**src/rtl/rst_seq_pkg.sv**
```systemverilog
// Shared types and helpers for the reset sequencer.
package rst_seq_pkg;

  typedef enum logic [1:0] {
    HOLD,
    RELEASE,
    DONE
  } seq_state_t;

  typedef logic [1:0] rst_cause_t;

  localparam rst_cause_t CAUSE_NONE = 2'b00;
  localparam rst_cause_t CAUSE_PIN  = 2'b01;
  localparam rst_cause_t CAUSE_SOFT = 2'b10;

  function automatic int unsigned max_u(input int unsigned a, input int unsigned b);
    return (a > b) ? a : b;
  endfunction

endpackage

```
**src/rtl/rst_seq_sync.sv**
```systemverilog
// Negedge deassertion synchronizer for RST_n; assertion stays asynchronous.
module rst_seq_sync #(
  parameter int unsigned SYNC_STAGES = 2
) (
  input  logic clk,
  input  logic RST_n,
  output logic sync_ok
);

  logic [SYNC_STAGES-1:0] chain_q;

  always_ff @(negedge clk or negedge RST_n) begin
    if (!RST_n) begin
      chain_q <= '0;
    end else begin
      chain_q <= {chain_q[SYNC_STAGES-2:0], 1'b1};
    end
  end

  assign sync_ok = chain_q[SYNC_STAGES-1];

endmodule

```
**src/rtl/rst_seq.sv**
```systemverilog
// Reset sequencer: hold, then release N_DOMAINS resets in index order on falling edges.
// Optional last-cause register enabled by defining RST_SEQ_CAUSE_EN.
module rst_seq
  import rst_seq_pkg::*;
#(
  parameter int unsigned SYNC_STAGES = 2,
  parameter int unsigned HOLD_CYCLES = 16,
  parameter int unsigned GAP_CYCLES  = 8,
  parameter int unsigned N_DOMAINS   = 3
) (
  input  logic                 clk,
  input  logic                 RST_n,
  input  logic                 soft_rst_req,
  output logic [N_DOMAINS-1:0] rst_n_out,
  output logic                 seq_done
`ifdef RST_SEQ_CAUSE_EN
  ,
  output rst_cause_t           rst_cause
`endif
);

  localparam int unsigned CntW = $clog2(max_u(HOLD_CYCLES, GAP_CYCLES) + 1);
  localparam int unsigned IdxW = $clog2(N_DOMAINS + 1);
  localparam logic [CntW-1:0] HoldLast = CntW'(HOLD_CYCLES - 1);
  localparam logic [CntW-1:0] GapLast  = CntW'(GAP_CYCLES - 1);
  localparam logic [IdxW-1:0] IdxLast  = IdxW'(N_DOMAINS - 1);
  localparam logic            SingleDomain = (N_DOMAINS == 1);

  logic sync_ok;

  seq_state_t           state_q, state_d;
  logic [CntW-1:0]      cnt_q, cnt_d;
  logic [IdxW-1:0]      idx_q, idx_d;
  logic [N_DOMAINS-1:0] out_q, out_d;
  logic                 done_q, done_d;

  rst_seq_sync #(
    .SYNC_STAGES(SYNC_STAGES)
  ) u_sync (
    .clk    (clk),
    .RST_n  (RST_n),
    .sync_ok(sync_ok)
  );

  always_ff @(negedge clk or negedge RST_n) begin
    if (!RST_n) begin
      state_q <= HOLD;
      cnt_q   <= '0;
      idx_q   <= '0;
      out_q   <= '0;
      done_q  <= 1'b0;
    end else begin
      state_q <= state_d;
      cnt_q   <= cnt_d;
      idx_q   <= idx_d;
      out_q   <= out_d;
      done_q  <= done_d;
    end
  end

  // Terminal count fires on the edge where the counter would reach its limit,
  // so the release lands on the same edge the count completes.
  always_comb begin
    state_d = state_q;
    cnt_d   = cnt_q;
    idx_d   = idx_q;
    out_d   = out_q;
    done_d  = done_q;
    if (soft_rst_req) begin
      state_d = HOLD;
      cnt_d   = '0;
      idx_d   = '0;
      out_d   = '0;
      done_d  = 1'b0;
    end else begin
      unique case (state_q)
        HOLD: begin
          if (sync_ok) begin
            if (cnt_q == HoldLast) begin
              out_d[0] = 1'b1;
              cnt_d    = '0;
              idx_d    = IdxW'(1);
              done_d   = SingleDomain;
              state_d  = SingleDomain ? DONE : RELEASE;
            end else begin
              cnt_d = cnt_q + CntW'(1);
            end
          end
        end
        RELEASE: begin
          if (cnt_q == GapLast) begin
            cnt_d = '0;
            for (int i = 0; i < int'(N_DOMAINS); i++) begin
              if (IdxW'(i) == idx_q) out_d[i] = 1'b1;
            end
            if (idx_q == IdxLast) begin
              done_d  = 1'b1;
              state_d = DONE;
            end else begin
              idx_d = idx_q + IdxW'(1);
            end
          end else begin
            cnt_d = cnt_q + CntW'(1);
          end
        end
        DONE: ;
        default: state_d = HOLD;
      endcase
    end
  end

  assign rst_n_out = out_q;
  assign seq_done  = done_q;

`ifdef RST_SEQ_CAUSE_EN
  logic       sync_ok_q;
  rst_cause_t cause_q, cause_d;

  always_comb begin
    cause_d = cause_q;
    if (soft_rst_req) begin
      cause_d = CAUSE_SOFT;
    end else if (sync_ok && !sync_ok_q) begin
      cause_d = CAUSE_PIN;
    end
  end

  always_ff @(negedge clk or negedge RST_n) begin
    if (!RST_n) begin
      sync_ok_q <= 1'b0;
      cause_q   <= CAUSE_NONE;
    end else begin
      sync_ok_q <= sync_ok;
      cause_q   <= cause_d;
    end
  end

  assign rst_cause = cause_q;
`endif

endmodule

```
**config.mk**
```make
export PLATFORM = sky130hd
export DESIGN_NAME = rst_seq
export DESIGN_NICKNAME = d
export VERILOG_FILES = /design/src/rtl/rst_seq_pkg.sv /design/src/rtl/rst_seq_sync.sv /design/src/rtl/rst_seq.sv
export SDC_FILE = /design/constraint.sdc
export NUM_CORES = 1
export LEC_CHECK = 0
export BUFFER_PORTS_ARGS = -buffer_cell sky130_fd_sc_hd__clkbuf_2
export CAP_MARGIN = 20
export CORE_AREA = 2 2 46 48
export CTS_CLUSTER_SIZE = 20
export DETAILED_ROUTE_END_ITERATION = 10
export DIE_AREA = 0 0 48 50
export GPL_ROUTABILITY_DRIVEN = 1
export PLACE_DENSITY_LB_ADDON = 0.12
export SYNTH_ARGS = -nofsm -noshare
export SYNTH_HDL_FRONTEND = slang
export SYNTH_SLANG_ARGS = --single-unit
```
**constraint.sdc**
```tcl
create_clock -name clk -period 1.9 [get_ports clk]
set_clock_uncertainty 0.05 [all_clocks]
set_input_delay 0 -clock clk [delete_from_list [all_inputs] [get_ports clk]]
set_output_delay 0 -clock clk [all_outputs]
set_load 0.05 [all_outputs]
```
==> results of run 1 <==
[logic make-up (layout without fill, tap and decap cells)]
family	after synthesis	after routing	synth area share (%)
AND/OR/NAND/NOR	29	29	22.7
AO/OA/AOI/OAI	21	21	16.9
flip-flops	15	15	47.0
buffers and inverters	7	24	3.45
adder cells (fa/ha/maj)	6	6	9.40
other	1	1	0.470
[final cells by class]
type	instances	area [um2]	share of cell area [%]
Multi-Input combinational cell	57	395	40.0
Clock buffer	3	22.5	2.28
Clock inverter	1	5.00	0.506
Sequential cell	15	375	38.0
Timing Repair Buffer	15	138	13.9
Inverter	5	18.8	1.90
Tap cell	27	33.8	3.42
[power groups by stage]
stage / combinational [mW] / sequential, mW / clock, mW
after floorplan: 0.0185 / 0.340 / 0
after global placement: 0.0407 / 0.341 / 0
after detailed placement: 0.0407 / 0.341 / 0
after CTS: 0.0408 / 0.335 / 0.196
after global routing: 0.0459 / 0.336 / 0.211
final: 0.0394 / 0.335 / 0.187
[through the flow]
step	worst slack, ns	setup TNS, ns
6_report	-0.00831	-0.0166
2_1_floorplan	0.0290	0
3_5_place_dp	0.106	0
4_1_cts	-0.0287	-0.0653
3_3_place_gp	0.0993	0
5_1_grt	-0.0418	-0.121
[flip-flops by register name, summed over array words and instances (netlist names)]
name            flops
cnt_q               5
idx_q               2
rst_n_out           3
seq_done            1
state_q             2
u_sync.chain_q      2
[final timing paths]
kind / from / end / cells after the start
worst max-delay path: rst_n_out[2] / rst_n_out[2] / 1
worst min register to register: u_sync.chain_q[0] / u_sync.chain_q[1] / 0
worst max register to register: cnt_q[1] / cnt_q[1] / 6
max in group asynchronous: RST_n / cnt_q[0] / 1
min in group asynchronous: RST_n / cnt_q[4] / 1
worst min-delay path: u_sync.chain_q[0] / u_sync.chain_q[1] / 0
[what timing repair did]
item	4_1_cts	5_1_grt
buffers inserted	1	0
pin swaps	0	0
endpoints found under the setup margin	4	4
gates resized for setup	8	4
hold endpoints to repair	0	0
[layer usage]
metal,GRT usage (%),share of wire (%),vias to the layer above
li1,-,-,315
met1,22.4,51,278
met2,23.1,45,6
met3,2.56,2.2,4
met4,6.76,1.5,0
met5,0,0,-
[cells in the final DEF, fill, tap and decap left out, types with 2 or more instances in the layout]
| cell | instances |
|---|---|
| ha_1 | 6 |
| nor3_1 | 5 |
| a211oi_1 | 2 |
| nand3_1 | 2 |
| o21ai_0 | 3 |
| buf_4 | 9 |
| a31oi_1 | 2 |
| clkbuf_2 | 2 |
| nand2b_1 | 4 |
| a21oi_1 | 6 |
| clkbuf_4 | 3 |
| dfrtn_1 | 15 |
| nand2_1 | 6 |
| buf_8 | 4 |
| nor2_1 | 4 |
| inv_1 | 5 |
==> metrics.csv, run 1 <==
metric;value;unit
hp-class;reg -> reg;
worst_slack;-0.00831;ns
wl_per_cell;12.2;um
power.share.clock;33.3;%
synth_common_cells;dfrtn_1 (15), a21oi_1 (6), ha_1 (6), nand2_1 (6);
place.gp.congestion;0.799;
drt-initial-drc-count;14;
synth_top_area_cell;dfrtn_1;
netlist_instances;79;
clkSlewWorstSetupHoldPaths;0.06;ns
clk_path_buf_depth;2;
leakagePower;0.427;nW
cts.sinks;15;
cp_max_fo;2;
violations;setup timing;
io_buffer_count;6;
worstPathArrival;1.86;ns
drt_drc_violations_left;0;
drv_cap;0;
synth_area;798;um2
worstPathRequired;1.85;ns
place_hpwl;1120;um
pin_count;7;
drtPass1Iterations;4;
stdcell_area;988;um2
yosysWarnings;0;
num_rows;16;
p_sw_share;24.3;%
die_area;0.00240;mm2
antenna_found_initial;0;
synthFlopType;dfrtn_1;
fin_util;52.0;%
critPathTopFamily;flip-flops;
cts_made_buffers;3;
power_frac_comb;7.0;%
layoutNonFillerInstCount;123;
yosysSeqAreaShare;47.0;%
syn_area_per_cell;10.1;um2
ir_drop;0.000305;V
cts_tree;built;
grt_pass1_vias;618;
synth_edf_count;0;
cts-root-buf;clkbuf_4;
clk_latency;0.29;ns
p_int;0.425;mW
dpl_cell_area;913;um2
ys_types;31;
start_util;42.0;%
path_buf_inv;1;
drtAntennaViolNets;0;
path_class;reg -> out;
vias;603;
cts_max_level;1;
grt_overflow;0;
die_y;50;um
worstSetupStartpointType;flip-flop;
ff2ff_setup_slack;0.19;ns
p_total;0.562;mW
cp-end-kind;output port;
synth_top_area_share;47.0;%
slowest_stage;dfrtn_1;
fp.coreArea;0.00190;mm2
hold_buffers;0;
nFillCells;194;
rsz0062_at_grt;yes;
dp.cells;118;
power_density;568;mW/mm2
via_per_inst;4.90;
syn2layout_area_growth;23.8;%
synth.most_common_cell;dfrtn_1;
drive_above_1_share;25.0;%
switchingPower;0.137;mW
synth_area_leaders;dfrtn_1 (47%), ha_1 (9.4%), a21oi_1 (3.8%);
fin_nets;106;
crit_chain;buf_8;
die_x;48;um
hold_viol_final;0;
wirelength;1500;um
fin_hold_ws;0.246;ns
slowest_delay;0.46;ns
synthesis.nets;88;
async_flop_share;100;%
grt_start_max_net_pins;16;
setup_violations;2;
synth-seq-cells;15;
grt.total_usage;15.8;%
grt_pass1_wl;2730;um
drv_slew;0;
seqPwrFrac;59.6;%
antennaDiodeCount;0;
run_status;finished with violations;
Power figures use the tool's default switching activity.
==> run 2, diff against run 1 <==
ABC_AREA = 1   (was not set)
==> metrics.csv, run 2 <==
metric;value;unit
power_density;617;mW/mm2
worstSetupStartpointType;flip-flop;
synth_edf_count;0;
hold_viol_final;0;
wl_per_cell;10.9;um
clkSlewWorstSetupHoldPaths;0.06;ns
antenna_found_initial;0;
dpl_cell_area;910;um2
drtPass1Iterations;4;
wirelength;1590;um
met1_usage;24.2;%
ir_drop;0.000368;V
netlist_instances;104;
worst_slack;0.00508;ns
cp-end-kind;output port;
start_util;43.7;%
drv_cap;0;
setup_violations;0;
r2r-start;cnt_q[0];
globalRouteMet3Util;4.40;%
cts_max_level;1;
stdcell_area;998;um2
syn2layout_area_growth;20.2;%
die_area;0.00240;mm2
vias;693;
drtAntennaViolNets;0;
rsz0062_at_grt;yes;
ff2ff_setup_slack;0.21;ns
clk_path_buf_depth;2;
async_flop_share;100;%
synthFlopType;dfrtn_1;
clk_latency;0.29;ns
via_per_inst;4.75;
ys_types;20;
met2_usage;23.3;%
grt.total_usage;17.2;%
synth_top_area_share;45.2;%
cts-root-buf;clkbuf_4;
worstPathRequired;1.85;ns
cts_made_buffers;3;
drv_slew;0;
fin_util;52.5;%
slowest_stage;dfrtn_1;
rr_worst_depth;9;
drt_drc_violations_left;0;
path_class;reg -> out;
cts_tree;built;
grt_pass1_vias;677;
run_status;completed;
largest_reg_flops;5;
worst-path-stages;1;
busiest_layer;met1;
layoutNonFillerInstCount;146;
die_x;48;um
die_y;50;um
synth.most_common_cell;nand2_1;
final_cell_mix;nand2_1 (25), dfrtn_1 (15), nor2_1 (11), inv_1 (10), nand3_1 (8);
crit_chain;buf_8;
slowest_delay;0.45;ns
synth_top_area_cell;dfrtn_1;
grt_start_max_net_pins;16;
dp.cells;139;
regMostFlops;cnt_q;
finalSetupTns;0;ns
reg2reg_to;idx_q[0];
yosysSeqAreaShare;45.2;%
cp_max_fo;2;
yosysWarnings;0;
fp.coreArea;0.00190;mm2
antennaDiodeCount;0;
synthesis.nets;113;
drive_above_1_share;21.0;%
grt_pass1_wl;2860;um
syn_area_per_cell;7.99;um2
crit_end;rst_n_out[1];
nFillCells;185;
worstPathArrival;1.84;ns
critPathTopFamily;flip-flops;
place.gp.congestion;0.832;
synth_area_leaders;dfrtn_1 (45%), nand2_1 (11%), ha_1 (9.0%);
place_hpwl;1210;um
leakagePower;0.511;nW
synth-seq-cells;15;
synth_common_cells;nand2_1 (25), dfrtn_1 (15), nor2_1 (11);
cts.sinks;15;
synth_area;831;um2
crit_start;rst_n_out[1];
pre_cts_ws;0.00837;ns
drt-initial-drc-count;11;
path_buf_inv;1;
io_buffer_count;6;
grt_overflow;0;
hold_buffers;0;
fin_nets;129;
hp-class;reg -> reg;
num_rows;16;
pin_count;7;
layout_commonest_cell;nand2_1;
-- run 2: cell type report --
cell class | count | area (um2) | share of cell area (%)
Sequential cell | 15 | 375 | 37.6
Inverter | 14 | 52.6 | 5.26
Tap cell | 27 | 33.8 | 3.38
Timing Repair Buffer | 12 | 115 | 11.5
Clock buffer | 4 | 26.3 | 2.63
Multi-Input combinational cell | 74 | 395 | 39.6
-- run 2: worst min path at each step --
stage / startpoint / to / slack (ns) / cells past startpoint
3_5_place_dp: u_sync.chain_q[0] / u_sync.chain_q[1] / 0.25 / 0
6_report: u_sync.chain_q[0] / u_sync.chain_q[1] / 0.25 / 0
3_3_place_gp: u_sync.chain_q[0] / u_sync.chain_q[1] / 0.25 / 0
2_1_floorplan: u_sync.chain_q[0] / u_sync.chain_q[1] / 0.24 / 0
5_1_grt: u_sync.chain_q[0] / u_sync.chain_q[1] / 0.26 / 0
4_1_cts: u_sync.chain_q[0] / u_sync.chain_q[1] / 0.25 / 0
-- run 2: metal layers --
| layer | up-vias | part of all wire [%] |
|---|---|---|
| met1 | 317 | 50 |
| li1 | 358 | - |
| met5 | - | 0 |
| met3 | 4 | 3.5 |
| met4 | 0 | 2.5 |
| met2 | 14 | 44 |
-- run 2: what timing repair did --
| item | CTS | global route |
|---|---|---|
| setup buffers | 2 | 1 |
| cloned | 0 | 0 |
| endpoints found under the setup margin | 4 | 4 |
| gates resized for setup | 8 | 4 |
-- run 2: per-stage QoR --
step	hold WS [ns]	total power, mW
finish	0.247	0.617
global route	0.262	0.662
CTS	0.252	0.629
detailed placement	0.251	0.430
global placement	0.250	0.429
floorplan	0.242	0.406
-- run 2: logic make-up after synthesis --
logic type	after synthesis	share of synthesized area, %
buf+inv	15	7.23
simple gates	52	27.7
flops	15	45.2
fa+ha+maj	6	9.04
compound gates	14	9.34
other cells	1	0.451
xor+xnor	1	1.05
-- run 2: where the power goes --
group | switching, mW | internal [mW] | total [mW]
logic | 0.0498 | 0.0323 | 0.0821
registers | 0.0128 | 0.338 | 0.350
clock network | 0.102 | 0.0816 | 0.184
total | 0.165 | 0.452 | 0.617
==> run 3, diff against run 2 <==
CORE_AREA = 2 2 44 46   (was 2 2 46 48)
DIE_AREA = 0 0 46 48   (was 0 0 48 50)
==> metrics.csv, run 3 (same netlist as run 2, synthesis figures left out) <==
metric;value;unit
run_status;completed;
num_rows;15;
clk_path_buf_depth;2;
hp-class;reg -> reg;
drv_slew;0;
worstSetupStartpointType;flip-flop;
antenna_found_initial;0;
path_class;reg -> out;
slowest_delay;0.45;ns
hold_buffers;0;
place.gp.congestion;0.925;
cts-root-buf;clkbuf_4;
worstPathArrival;1.84;ns
die_area;0.00221;mm2
die_x;46;um
io_buffer_count;6;
die_y;48;um
grt.total_usage;18.1;%
vias;704;
rr_worst_depth;9;
wl_per_cell;12.1;um
path_buf_inv;1;
ir_drop;0.000453;V
cts_tree;built;
nFillCells;153;
cp-end-kind;output port;
start_util;49.2;%
final_cell_mix;nand2_1 (25), dfrtn_1 (15), nor2_1 (11), inv_1 (10), nand3_1 (8);
crit_chain;buf_8;
clkSlewWorstSetupHoldPaths;0.06;ns
place_hpwl;1300;um
clk_latency;0.29;ns
regMostFlops;cnt_q;
pin_count;7;
slowest_stage;dfrtn_1;
drive_above_1_share;20.5;%
fp.coreArea;0.00169;mm2
grt_overflow;0;
cts_max_level;1;
antennaDiodeCount;0;
stdcell_area;972;um2
syn2layout_area_growth;17.0;%
hold_viol_final;0;
grt_start_max_net_pins;16;
setup_violations;0;
layout_commonest_cell;nand2_1;
pre_cts_ws;0.0366;ns
via_per_inst;5.25;
worst-path-stages;1;
dpl_cell_area;897;um2
drv_cap;0;
rsz0062_at_grt;yes;
drtPass1Iterations;4;
cp_max_fo;2;
worstPathRequired;1.85;ns
worst_slack;0.00657;ns
grt_pass1_vias;648;
grt_pass1_wl;2790;um
drt_drc_violations_left;0;
power_density;630;mW/mm2
drt-initial-drc-count;20;
largest_reg_flops;5;
fin_nets;127;
critPathTopFamily;flip-flops;
drtAntennaViolNets;0;
wirelength;1620;um
cts_made_buffers;3;
leakagePower;0.502;nW
min_path_cells;0;
cts.sinks;15;
## run 3: path summary, 6_finish.rpt
kind                              startpoint           endpoint  slack [ns]
max reg2reg                         cnt_q[0]           idx_q[1]        0.15
min reg2reg                u_sync.chain_q[0]  u_sync.chain_q[1]        0.25
max in group asynchronous              RST_n           idx_q[1]        1.11
max                             rst_n_out[0]       rst_n_out[0]       0.007
min                        u_sync.chain_q[0]  u_sync.chain_q[1]        0.25
min in group asynchronous              RST_n           cnt_q[3]        0.39
## run 3: report_power, final
part / total, mW / internal (mW) / switching, mW
registers: 0.351 / 0.338 / 0.0129
logic: 0.0794 / 0.0296 / 0.0498
clock network: 0.182 / 0.0783 / 0.104
## run 3: metrics by stage
stage / utilization, % / std cells / setup TNS [ns] / hold WS, ns / power, mW
6_report: 57.6 / 134 / 0 / 0.247 / 0.612
4_1_cts: 57.3 / 134 / -0.0273 / 0.248 / 0.616
5_1_grt: 57.6 / 134 / -0.0802 / 0.252 / 0.643
2_1_floorplan: - / 104 / 0 / 0.242 / 0.406
3_5_place_dp: 53.1 / 129 / 0 / 0.248 / 0.430
3_3_place_gp: 53.1 / 129 / 0 / 0.243 / 0.429
## run 3: timing repair
item	CTS	global route
setup endpoints to repair	4	4
gates resized for setup	8	4
setup buffers	1	0
pin swaps	0	0
## run 3: cell type report
cell class	count	area [um2]	area share (%)
clock inverters	1	5.00	0.515
well taps	17	21.3	2.19
inverters	14	52.6	5.41
multi-input cells	74	395	40.7
clock buffers	3	22.5	2.32
repair buffers	10	100	10.3
flip-flops and latches	15	375	38.6
## run 3: routing by layer
| layer | GRT usage [%] | vias to the layer above | part of all wire [%] |
|---|---|---|---|
| li1 | - | 362 | - |
| met1 | 24.0 | 322 | 48 |
| met2 | 28.6 | 15 | 46 |
| met3 | 3.40 | 5 | 3.8 |
| met4 | 8.57 | 0 | 1.9 |
| met5 | 0 | - | 0 |
